**src/rtl/apb_gpio_ext_pkg.sv**
```systemverilog
// Shared definitions for the APB GPIO controller: register word offsets and interrupt types.
// Pure definitions, no logic or latency.
package apb_gpio_ext_pkg;

    localparam logic [3:0] REG_DIR       = 4'h0;
    localparam logic [3:0] REG_IN        = 4'h1;
    localparam logic [3:0] REG_OUT       = 4'h2;
    localparam logic [3:0] REG_OUTSET    = 4'h3;
    localparam logic [3:0] REG_OUTCLR    = 4'h4;
    localparam logic [3:0] REG_INTEN     = 4'h5;
    localparam logic [3:0] REG_INTTYPE0  = 4'h6;
    localparam logic [3:0] REG_INTTYPE1  = 4'h7;
    localparam logic [3:0] REG_INTSTATUS = 4'h8;
    localparam logic [3:0] REG_FILTEN    = 4'h9;
    localparam logic [3:0] REG_FILTCNT   = 4'hA;
    localparam logic [3:0] REG_FUN0      = 4'hB;
    localparam logic [3:0] REG_FUN1      = 4'hC;

    // Encoding is {INTTYPE1, INTTYPE0}; bit 1 set means edge-triggered.
    typedef enum logic [1:0] {
        LEV_HI = 2'b00,
        LEV_LO = 2'b01,
        RISE   = 2'b10,
        FALL   = 2'b11
    } int_type_e;

endpackage

```
**src/rtl/gpio_in_filter.sv**
```systemverilog
// Single-pin input path: 2-flop synchroniser, counter glitch filter, edge detector.
// Latency 2 cycles to r_in (+filt_cnt when filtering); no backpressure.
module gpio_in_filter #(
    parameter int FILT_W = 8
) (
    input  logic              clk,
    input  logic              rst_n,
    input  logic              pad_in,
    input  logic              filt_en,
    input  logic [FILT_W-1:0] filt_cnt,
    output logic              r_in,
    output logic              rise,
    output logic              fall
);

    logic              sync0_q, sync0_d;
    logic              sync1_q, sync1_d;
    logic              r_in_q, r_in_d;
    logic              r_prev_q, r_prev_d;
    logic [FILT_W-1:0] cnt_q, cnt_d;

    always_comb begin
        sync0_d  = pad_in;
        sync1_d  = sync0_q;
        r_prev_d = r_in_q;
        r_in_d   = r_in_q;
        cnt_d    = '0;
        if (!filt_en) begin
            r_in_d = sync1_q;
        end else if (sync1_q != r_in_q) begin
            // >= guards against a threshold lowered below an in-flight count
            if (cnt_q >= filt_cnt) begin
                r_in_d = sync1_q;
            end else begin
                cnt_d = cnt_q + 1'b1;
            end
        end
    end

    always_ff @(posedge clk or negedge rst_n) begin
        if (!rst_n) begin
            sync0_q  <= 1'b0;
            sync1_q  <= 1'b0;
            r_in_q   <= 1'b0;
            r_prev_q <= 1'b0;
            cnt_q    <= '0;
        end else begin
            sync0_q  <= sync0_d;
            sync1_q  <= sync1_d;
            r_in_q   <= r_in_d;
            r_prev_q <= r_prev_d;
            cnt_q    <= cnt_d;
        end
    end

    assign r_in = r_in_q;
    assign rise = r_in_q & ~r_prev_q;
    assign fall = ~r_in_q & r_prev_q;

endmodule

```
**src/rtl/apb_gpio_ext.sv**
```systemverilog
// APB GPIO controller with atomic set/clear, sticky interrupt status and per-pin glitch filter.
// Zero-wait-state APB (PREADY tied 1); interrupt lags pad input by 3 cycles unfiltered.
module apb_gpio_ext
    import apb_gpio_ext_pkg::*;
#(
    parameter int APB_ADDR_WIDTH = 12,
    parameter int NB_GPIO        = 32,
    parameter int FILT_W         = 8
) (
    input  logic                      HCLK,
    input  logic                      HRESETn,
    input  logic [APB_ADDR_WIDTH-1:0] PADDR,
    input  logic [31:0]               PWDATA,
    input  logic                      PWRITE,
    input  logic                      PSEL,
    input  logic                      PENABLE,
    output logic [31:0]               PRDATA,
    output logic                      PREADY,
    output logic                      PSLVERR,
    input  logic [NB_GPIO-1:0]        gpio_in,
    output logic [NB_GPIO-1:0]        gpio_out,
    output logic [NB_GPIO-1:0]        gpio_dir,
    output logic [2*NB_GPIO-1:0]      gpio_mux,
    output logic                      interrupt
);

    logic [3:0]         reg_idx;
    logic               apb_acc, apb_err, wr_ok, rd_clr;
    logic [NB_GPIO-1:0] wdata_pin;
    logic [NB_GPIO-1:0] r_in, rise, fall, evt, edge_evt;

    logic [NB_GPIO-1:0] dir_q, dir_d, out_q, out_d, inten_q, inten_d;
    logic [NB_GPIO-1:0] type0_q, type0_d, type1_q, type1_d, status_q, status_d;
    logic [NB_GPIO-1:0] filten_q, filten_d, fun0_q, fun0_d, fun1_q, fun1_d;
    logic [FILT_W-1:0]  filtcnt_q, filtcnt_d;

    logic unused_apb_bits;
    assign unused_apb_bits = ^{PADDR[APB_ADDR_WIDTH-1:6], PADDR[1:0], PWDATA};

    assign reg_idx   = PADDR[5:2];
    assign wdata_pin = PWDATA[NB_GPIO-1:0];
    assign apb_acc   = PSEL & PENABLE;
    assign apb_err   = apb_acc & ((reg_idx > REG_FUN1) |
                       (PWRITE & ((reg_idx == REG_IN) | (reg_idx == REG_INTSTATUS))));
    assign wr_ok     = apb_acc & PWRITE & ~apb_err;
    assign rd_clr    = apb_acc & ~PWRITE & (reg_idx == REG_INTSTATUS);

    for (genvar g = 0; g < NB_GPIO; g++) begin : g_pin
        gpio_in_filter #(.FILT_W(FILT_W)) u_filt (
            .clk      (HCLK),
            .rst_n    (HRESETn),
            .pad_in   (gpio_in[g]),
            .filt_en  (filten_q[g]),
            .filt_cnt (filtcnt_q),
            .r_in     (r_in[g]),
            .rise     (rise[g]),
            .fall     (fall[g])
        );
    end

    always_comb begin
        evt = '0;
        for (int i = 0; i < NB_GPIO; i++) begin
            unique case (int_type_e'({type1_q[i], type0_q[i]}))
                LEV_HI: evt[i] = r_in[i];
                LEV_LO: evt[i] = ~r_in[i];
                RISE:   evt[i] = rise[i];
                FALL:   evt[i] = fall[i];
            endcase
        end
        evt      = evt & inten_q;
        edge_evt = evt & type1_q;
    end

    always_comb begin
        dir_d     = dir_q;
        out_d     = out_q;
        inten_d   = inten_q;
        type0_d   = type0_q;
        type1_d   = type1_q;
        filten_d  = filten_q;
        filtcnt_d = filtcnt_q;
        fun0_d    = fun0_q;
        fun1_d    = fun1_q;
        // A clearing read keeps only edge events coincident with it; level
        // conditions re-assert on the following cycle instead.
        status_d  = rd_clr ? edge_evt : (status_q | evt);
        if (wr_ok) begin
            case (reg_idx)
                REG_DIR:      dir_d     = wdata_pin;
                REG_OUT:      out_d     = wdata_pin;
                REG_OUTSET:   out_d     = out_q | wdata_pin;
                REG_OUTCLR:   out_d     = out_q & ~wdata_pin;
                REG_INTEN:    inten_d   = wdata_pin;
                REG_INTTYPE0: type0_d   = wdata_pin;
                REG_INTTYPE1: type1_d   = wdata_pin;
                REG_FILTEN:   filten_d  = wdata_pin;
                REG_FILTCNT:  filtcnt_d = PWDATA[FILT_W-1:0];
                REG_FUN0:     fun0_d    = wdata_pin;
                REG_FUN1:     fun1_d    = wdata_pin;
                default:      ;
            endcase
        end
    end

    always_ff @(posedge HCLK or negedge HRESETn) begin
        if (!HRESETn) begin
            dir_q     <= '0;
            out_q     <= '0;
            inten_q   <= '0;
            type0_q   <= '0;
            type1_q   <= '0;
            status_q  <= '0;
            filten_q  <= '0;
            filtcnt_q <= '0;
            fun0_q    <= '0;
            fun1_q    <= '0;
        end else begin
            dir_q     <= dir_d;
            out_q     <= out_d;
            inten_q   <= inten_d;
            type0_q   <= type0_d;
            type1_q   <= type1_d;
            status_q  <= status_d;
            filten_q  <= filten_d;
            filtcnt_q <= filtcnt_d;
            fun0_q    <= fun0_d;
            fun1_q    <= fun1_d;
        end
    end

    always_comb begin
        PRDATA = '0;
        case (reg_idx)
            REG_DIR:       PRDATA = 32'(dir_q);
            REG_IN:        PRDATA = 32'(r_in);
            REG_OUT:       PRDATA = 32'(out_q);
            REG_INTEN:     PRDATA = 32'(inten_q);
            REG_INTTYPE0:  PRDATA = 32'(type0_q);
            REG_INTTYPE1:  PRDATA = 32'(type1_q);
            REG_INTSTATUS: PRDATA = 32'(status_q);
            REG_FILTEN:    PRDATA = 32'(filten_q);
            REG_FILTCNT:   PRDATA = 32'(filtcnt_q);
            REG_FUN0:      PRDATA = 32'(fun0_q);
            REG_FUN1:      PRDATA = 32'(fun1_q);
            default:       PRDATA = '0;
        endcase
    end

    assign PREADY    = 1'b1;
    assign PSLVERR   = apb_err;
    assign gpio_out  = out_q;
    assign gpio_dir  = dir_q;
    assign gpio_mux  = {fun1_q, fun0_q};
    assign interrupt = |status_q;

endmodule

```
**config.mk**
```make
export PLATFORM = sky130hd
export DESIGN_NAME = apb_gpio_ext
export DESIGN_NICKNAME = d
export VERILOG_FILES = /design/src/rtl/apb_gpio_ext_pkg.sv /design/src/rtl/gpio_in_filter.sv /design/src/rtl/apb_gpio_ext.sv
export SDC_FILE = /design/constraint.sdc
export NUM_CORES = 1
export LEC_CHECK = 0
export CORE_ASPECT_RATIO = 1.5
export CORE_MARGIN = 2
export CORE_UTILIZATION = 61
export CTS_BUF_LIST = sky130_fd_sc_hd__clkbuf_8
export CTS_CLUSTER_DIAMETER = 30
export DETAILED_ROUTE_END_ITERATION = 16
export PLACE_DENSITY = 0.82
export SLEW_MARGIN = 5
export SYNTH_ARGS = -nofsm -noshare
export SYNTH_HDL_FRONTEND = slang
export SYNTH_SLANG_ARGS = --single-unit
export TNS_END_PERCENT = 100
```
**constraint.sdc**
```tcl
create_clock -name HCLK -period 2.9 [get_ports HCLK]
set_input_delay 0.58 -clock HCLK [delete_from_list [all_inputs] [get_ports HCLK]]
set_output_delay 0.58 -clock HCLK [all_outputs]
set_load 0.02 [all_outputs]
```
# Word-level counts from Yosys, hierarchy flattened
# Index checks and enable logic that the tools add are counted.
dict set report word_totals {
  ff_bits 680
  in_bits 81
  out_inout_bits 163
  word_cells 887
}
dict set report op_classes {
  addsub 32
  magnitude_cmp 33
  eq_ne 204
  muxes 227
  n_bitwise 145
  n_reduce_logical 76
}
# operator count
set ops {}
lappend ops {{$mux W8} 96}
lappend ops {{$pmux W32 S11} 1}
lappend ops {{$add A8 B1 Y8 const B} 32}
lappend ops {{$ge A8 B8 Y1} 32}
lappend ops {{$eq A2 B2 Y1 const B} 64}
lappend ops {{$ne A2 B1 Y1 const B} 64}
lappend ops {{$pmux W1 S4} 32}
lappend ops {{$and A32 B32 Y32} 3}
lappend ops {{$mux W1} 96}
lappend ops {{$pmux W32 S3} 1}
lappend ops {{$reduce_and A2 Y1} 41}
lappend ops {{$and A1 B1 Y1} 71}
lappend ops {{$not A1 Y1} 66}
lappend ops {{$eq A2 B1 Y1 const B} 32}
lappend ops {{$logic_not A2 Y1} 32}
lappend ops {{$or A32 B32 Y32} 2}
lappend ops {{$mux W32} 1}
lappend ops {{$ne A1 B1 Y1} 32}
lappend ops {{$not A32 Y32} 1}
lappend ops {{$reduce_or A32 Y1} 1}
lappend ops {{$eq A4 B4 Y1 const B} 5}
lappend ops {{$eq A4 B3 Y1 const B} 4}
lappend ops {{$eq A4 B2 Y1 const B} 2}
lappend ops {{$eq A4 B1 Y1 const B} 1}
lappend ops {{other kinds (4)} 5}

# Longest topological paths before layout
dict set report depth {
  ltp_word 8
  mapped_depth 8
  ltp_nobuf 6
}

# By module
# Synthesis repeated with hierarchy kept, for this count alone.
dict set report unflattened {
  hier_cells 3291
  hier_area_um2 37453.4
}
# module n_inst cells_each area_each_um2 seq_area_each_um2
set modules_own_cells {}
lappend modules_own_cells {gpio_in_filter 32 65 708.2 300.3}
lappend modules_own_cells {apb_gpio_ext 1 1211 14791.7 7407.1}

# Least setup slack after synthesis
# Ideal clock, no wire load.
dict set report synth_path {
  kind {in2out}
  startpoint {input PADDR[5]}
  endpoint {output PRDATA[14]}
  t_arrival_ns 2.084
  required_time_ns 2.320
  slack_ns 0.236
  cell_stages 5
  path_buffers 2
  cell_sequence {buf_2 -> buf_4 -> nor3b_1 -> a221oi_1 -> o21ai_0}
}
dict set report synth_via {
  elab_chain_cells 2
  elab_cells_between_ends 12
  classes_between {eq/ne (10); mux (1); reduce/logical (1)}
}
# element line
set synth_rtl {}
lappend synth_rtl {{start, declared} apb_gpio_ext.sv:12} ;# input logic [APB_ADDR_WIDTH-1:0] PADDR,
lappend synth_rtl {{$eq A4 B4 Y1, or another cell as far along} apb_gpio_ext.sv:134} ;# case (reg_idx)
lappend synth_rtl {{$pmux W32 S11 *} apb_gpio_ext.sv:134}
lappend synth_rtl {{end, declared} apb_gpio_ext.sv:17} ;# output logic [31:0] PRDATA,
# Every way passes the cells marked *; elsewhere a longest branch is shown, timed or not.

# Worst setup path after layout
dict set report layout_path {
  startpoint {register status_q[7]}
  endpoint {output interrupt}
}
dict set report layout_via {
  elab_chain_cells 1
}
# element line
set layout_rtl {}
lappend layout_rtl {{start, declared} apb_gpio_ext.sv:33} ;# logic [NB_GPIO-1:0] type0_q, type0_d, type1_q, type1_d, status_q, status_d;
lappend layout_rtl {{start signal, assigned} apb_gpio_ext.sv:124} ;# status_q <= status_d;
lappend layout_rtl {{$reduce_or A32 Y1} apb_gpio_ext.sv:155} ;# assign interrupt = |status_q;
lappend layout_rtl {{end, declared} apb_gpio_ext.sv:24} ;# output logic interrupt
# No other way between the ends.

==> run_results.csv <==
group,metric,value,unit
logic_synthesis,synth-edff-count,0,
logic_synthesis,synth_cell_types,63,
logic_synthesis,syn_area_per_cell,11.6,um^2
placed_design,dp.cells,4096,
route,route.met3.wl,8020,um
route,viasPerCell,6.38,
worst_setup_path,arrival,2.40,ns
route,dr.pass1.iters,6,
route,met2_length,50600,um
power,p_leak,19.4,nW
logic_synthesis,syn_area,34900,um^2
floorplan,die_height,297,um
global_routing,antenna_found_initial,3,
route,drc,0,
sta,relSlewSlack,47.8,%
final_layout,drive_gt1_share,20.5,%
sta,finalWorstSetupSlack,-0.0816,ns
run_status,outcome,"complete, but fails checks",
placed_design,hpwl,74900,um
route,drt-total-wl,105000,um
worst_setup_path,startpoint_type,"flip-flop",
logic_synthesis,synth_top_cell_by_area,"dfrtp_1",
floorplan,fp.dieArea,59200,um^2
logic_synthesis,yosys_warnings,0,
job,cap_violations,0,
logic_synthesis,async_flop_share,100,%
logic_synthesis,syn-num-nets,3366,
power,vdd_drop_max,0.000626,V
global_routing,grt_overflow,0,
clock_tree,cts_buffers,115,
route,highest_layer,"met5",
clock_tree,htree_levels,3,
logic_synthesis,yosysMostFrequentCell,"dfrtp_1",
floorplan,core,56600,um^2
logic_synthesis,yosysTopAreaCellShare,48.8,%
placed_design,dp_slack,-0.411,ns
power,power.total,26.1,mW
worst_setup_path,crit_path_end_kind,"output pin",
sta,tightest_slew,0.764,ns
sta,hold_viol_final,0,
route,drtIter0Drc,2247,
worst_setup_path,crit_type,"reg -> out",
final_layout,design_area,42400,um^2
logic_synthesis,netlist_instances,2997,
placed_design,gp_congestion,0.935,
logic_synthesis,yosys_most_used_dff,"dfrtp_1",
placed_design,portBuffers,234,
global_routing,grt_util_all_layers,36.1,%
clock_tree,clock_path_buffers,3,
final_layout,syn_to_final_growth,21.4,%
floorplan,std_cell_rows,107,
global_routing,grt_pass1_wl,163000,um
floorplan,initial_core_util,61.6,%
min_path,hold_class,"in -> reg",
sta,clock.fmax,335,MHz
floorplan,pin_count,244,
clock_tree,cts_tree,"built",
clock_tree,clkSlewWorstSetupHoldPaths,0.06,ns
sta,finalSetupTns,-0.0816,ns
sta,period_share,103,%
worst_setup_path,worstPathRequired,2.32,ns
sta,setup_viol,1,
floorplan,die_x,199,um
route,post_drt_wl_per_cell,24.4,um
final_layout,fillerInstances,3688,
route,vias,27510,
sta,timing.final.crit_period,2.98,ns
clock_tree,clock_sinks,680,
clock_tree,clk_latency,0.78,ns
placed_design,place_area,39600,um^2
sta,clock_skew,0.0503,ns
logic_synthesis,yosys-top-cells-area,"dfrtp_1, ha_1, mux2_2",
power,power.density,617,nW/um^2
global_routing,grt_pass1_vias,29108,
final_layout,multiInputGateArea,17200,um^2
clock_tree,cts-root-buf,"clkbuf_8",
logic_synthesis,synth_common_cells,"dfrtp_1, ha_1, nor2_1",
final_layout,final_nets,3826,
route,met1Wirelength,38500,um
global_routing,grt_max_degree,77,
logic_synthesis,yosysSeqAreaShare,48.8,%
final_layout,post-route-util,74.8,%
final_layout,final_cells,4309,
logic_synthesis,ys_seq_elements,680,
worst_setup_path,crit_fanout,3,
final_layout,seq_area,17000,um^2
sta,rsz0062_at_grt,"yes",
route,ant_nets,0,
run_status,violations,"setup timing",
sta,whs,0.234,ns
sta,finalMaxSlewViolations,0,
-- where the power goes --
part	internal, mW	switching [mW]	total [mW]	leakage, nW
Sequential	10.4	1.15	11.5	8.87
Clock	5.76	4.11	9.87	1.42
Combinational	2.21	2.54	4.76	9.11
-- final timing paths --
| path | start | to | slack, ns | cells after the start |
|---|---|---|---|---|
| worst min-delay path | gpio_in[28] | g_pin[28].u_filt.sync0_q | 0.23 | 1 |
| min in group asynchronous | HRESETn | g_pin[6].u_filt.sync0_q | 0.41 | 2 |
| worst max register to register | filtcnt_q[0] | g_pin[19].u_filt.cnt_q[4] | 0.16 | 7 |
| worst min register to register | g_pin[1].u_filt.sync0_q | g_pin[1].u_filt.sync1_q | 0.34 | 0 |
| worst max-delay path | status_q[7] | interrupt | -0.08 | 5 |
| max in group asynchronous | HRESETn | g_pin[24].u_filt.cnt_q[2] | 1.55 | 3 |
-- critical path, stage by stage, from the launching register on --
cell and delay [ns]:
dfrtp_2 0.45, nor4_4 0.34, buf_4 0.18, nand4_1 0.09, or2_4 0.31, clkdlybuf4s15_2 0.26
-- cell families after synthesis --
group                      synth area share, %
adders and majority gates                 10.3
muxes                                     9.48
buffers and inverters                     2.29
xor gates and xnor gates                  6.27
other                                   0.0107
AOI/OAI and AO/OA                         11.8
and+or+nand+nor                           11.0
DFF                                       48.8
-- cell type report --
type	instances	area share (%)
clock inverters	67	1.78
diodes	1	0.00591
inverters	73	0.647
repair buffers	438	9.93
well taps	763	2.25
multi-input cells	2149	40.7
flip-flops and latches	680	40.2
clock buffers	138	4.48
-- registers in the layout, summed over array words and instances, names as in the netlist --
name / cells
g_pin.u_filt.r_prev_q: 32
filten_q: 32
g_pin.u_filt.cnt_q: 256
g_pin.u_filt.r_in: 32
g_pin.u_filt.sync0_q: 32
fun0_q: 32
g_pin.u_filt.sync1_q: 32
fun1_q: 32
inten_q: 32
gpio_dir: 32
status_q: 32
type0_q: 32
gpio_out: 32
filtcnt_q: 8
type1_q: 32
-- metal layers --
| layer | track usage [%] | up-vias |
|---|---|---|
| li1 | - | 11977 |
| met1 | 42.9 | 13834 |
| met2 | 58.6 | 1274 |
| met3 | 6.67 | 421 |
| met4 | 25.9 | 4 |
| met5 | 0 | - |
-- layout by cell type, fill, tap and decap left out, types with 84 or more instances in the layout --
master	Yosys	routed
ha_1	288	288
and3_1	100	98
clkdlybuf4s50_1	0	195
nand2b_1	84	84
dfrtp_1	680	672
nand3_1	191	190
clkbuf_8	0	138
buf_4	17	171
mux2_2	263	262
nor2_1	269	268
xor2_1	198	198
inv_1	73	93
-- repair_timing --
action | CTS | global route
setup endpoints to repair | 33 | 26
resized for setup | 80 | 50
endpoints found under the hold margin | 44 | 0
pin swaps | 9 | 13
buffers inserted | 0 | 6
hold buffers | 1 | 0
(Power assumes the default switching activity.)
==> variant, RTL diff (same settings) <==
Make the reset (`HRESETn` and `rst_n`) synchronous in 2 clocked blocks.
--- a/src/rtl/gpio_in_filter.sv
+++ b/src/rtl/gpio_in_filter.sv
@@ -38,5 +38,5 @@
     end
 
-    always_ff @(posedge clk or negedge rst_n) begin
+    always_ff @(posedge clk) begin
         if (!rst_n) begin
             sync0_q  <= 1'b0;
--- a/src/rtl/apb_gpio_ext.sv
+++ b/src/rtl/apb_gpio_ext.sv
@@ -104,5 +104,5 @@
     end
 
-    always_ff @(posedge HCLK or negedge HRESETn) begin
+    always_ff @(posedge HCLK) begin
         if (!HRESETn) begin
             dir_q     <= '0;
Behaviour: not the same (Yosys sat finds a counterexample within 4 cycles, from zero or initial values and one cycle with HRESETn low; the reset may be asserted at any time).
==> variant against the original RTL <==
- the run still ends with negative setup slack left
- via count grew 11%
- worst hold slack gained 0.052 ns
- setup slack improved by 0.078 ns
- sequential cell count did not move
- routed wire length increased by 1.6%
- synthesized area decreased by 4.8%
- design area decreased by 6.2%
- global-route usage increased by 0.91 points
- clock skew shrank 0.020 ns
- utilization down 0.84 points
- critical endpoint is now PRDATA[17]
Power is not compared: it rests on default switching activity, and its combinational part moved more than twofold at a synthesized area within 25%.
==> variant: results (changes against the original RTL) <==
- Clk_buf instances: 135 (was 138)
- Vias after detailed routing: 30600 (was 27500)
* Run status: complete, but fails checks (unchanged)
- The final wirelength came to 107000 um (was 105000 um).
- The routed metal-1 wirelength is 39000 um (was 38500 um).
- The multi-input combinational area share is 0.462 (was 0.407).
- Violated checks: negative setup slack (unchanged).
- The antenna cell count was 2 (was 1).
* Met3 routed wirelength: 10500 um (was 8020 um)
- The data-path buffer share of cell area in the final layout was 0.101 (was 0.0993).
- The number of nets in the layout is 4452 (was 3826).
- The number of cells on the worst hold path came to 3 (was 1).
- The sum of net half-perimeters after detailed placement is 76000 um (was 74900 um).
- GP Congestion: 0.979 (was 0.935)
- The least setup slack across all paths after layout is -0.00349 ns (was -0.0816 ns).
- Non-clock buffers: 416 (was 438)
* Maximum number of pins on one net before global-route repair: 150 (was 77)
- Worst slew slack as a fraction of its limit: 0.481 (was 0.478)
- The final instance area is 39800 um2 (was 42400 um2).
- The critical-path cell with the highest stage delay is sky130_fd_sc_hd__dfxtp_1 (was sky130_fd_sc_hd__dfrtp_2).
* Biggest area contributors in the synthesized netlist: sky130_fd_sc_hd__dfxtp_1 (41%), sky130_fd_sc_hd__ha_1 (11%), sky130_fd_sc_hd__nand2_1 (6.5%), sky130_fd_sc_hd__xor2_1 (5.2%), sky130_fd_sc_hd__a21oi_1 (4.3%) (was sky130_fd_sc_hd__dfrtp_1 (49%), sky130_fd_sc_hd__ha_1 (10%), sky130_fd_sc_hd__mux2_2 (8.5%), sky130_fd_sc_hd__xor2_1 (5.0%), sky130_fd_sc_hd__nor2_1 (2.9%))
- Tapcell Cnt: 689 (was 763)
- Multi-input combinational cell count: 2760 (was 2149)
* Number of buffers added by the clock tree synthesis step: 116 (was 115)
- Area post-placement: 37300 um2 (was 39600 um2)
- The final-report setup violation count is 2 (was 1).
- The fraction of synthesis flops using an asynchronous set or reset pin came to 0 (was 1.00).
-- variant: what timing repair did --
| item | 4_1_cts | 5_1_grt |
|---|---|---|
| endpoints found under the setup margin | 34 | 25 |
| pin swaps | 10 | 15 |
| resized for setup | 74 | 37 |
-- variant: cells by family (layout without fill, tap and decap cells) --
kind of cell    count (synthesis)  in the layout  share of synthesized area
compound gates                798            798                      0.168
xor+xnor                      242            242                     0.0638
simple gates                 1372           1372                      0.191
flops                         680            680                      0.410
buf+inv                       307            737                     0.0403
fa+ha+maj                     288            288                      0.108
other cells                     1              3                   0.000113
mux                            59             59                     0.0182
-- variant: metal layers --
| layer | track usage | vias to the layer above |
|---|---|---|
| met1 | 0.430 | 14500 |
| met4 | 0.261 | 0 |
| met2 | 0.613 | 1739 |
| li1 | - | 13900 |
| met3 | 0.0778 | 495 |
| met5 | 0 | - |
-- variant: worst paths after layout --
path	start	slack, ns	end
max	fun0_q[17]$_SDFFE_PN0P_	-0.003	PRDATA[17]
min reg2reg	g_pin[12].u_filt.sync0_q$_SDFF_PN0_	0.43	g_pin[12].u_filt.sync1_q$_SDFF_PN0_
min	HRESETn	0.29	g_pin[4].u_filt.r_prev_q$_SDFF_PN0_
max reg2reg	filtcnt_q[2]$_SDFFE_PN0P_	0.26	g_pin[30].u_filt.cnt_q[7]$_SDFF_PP0_
-- variant: metrics by stage --
stage          setup TNS (ns)  std cells  hold WS [ns]  power (mW)  worst slack, ns
4_1_cts                -0.156       4866         0.268        19.5           -0.156
2_1_floorplan               0       3747         0.412        10.1            0.359
6_report             -0.00585       4868         0.287        19.4         -0.00349
5_1_grt                     0       4867         0.302        20.0          0.00290
3_5_place_dp           -11.27       4654         0.418        10.6           -0.410
3_3_place_gp           -10.89       4654         0.415        10.6           -0.423
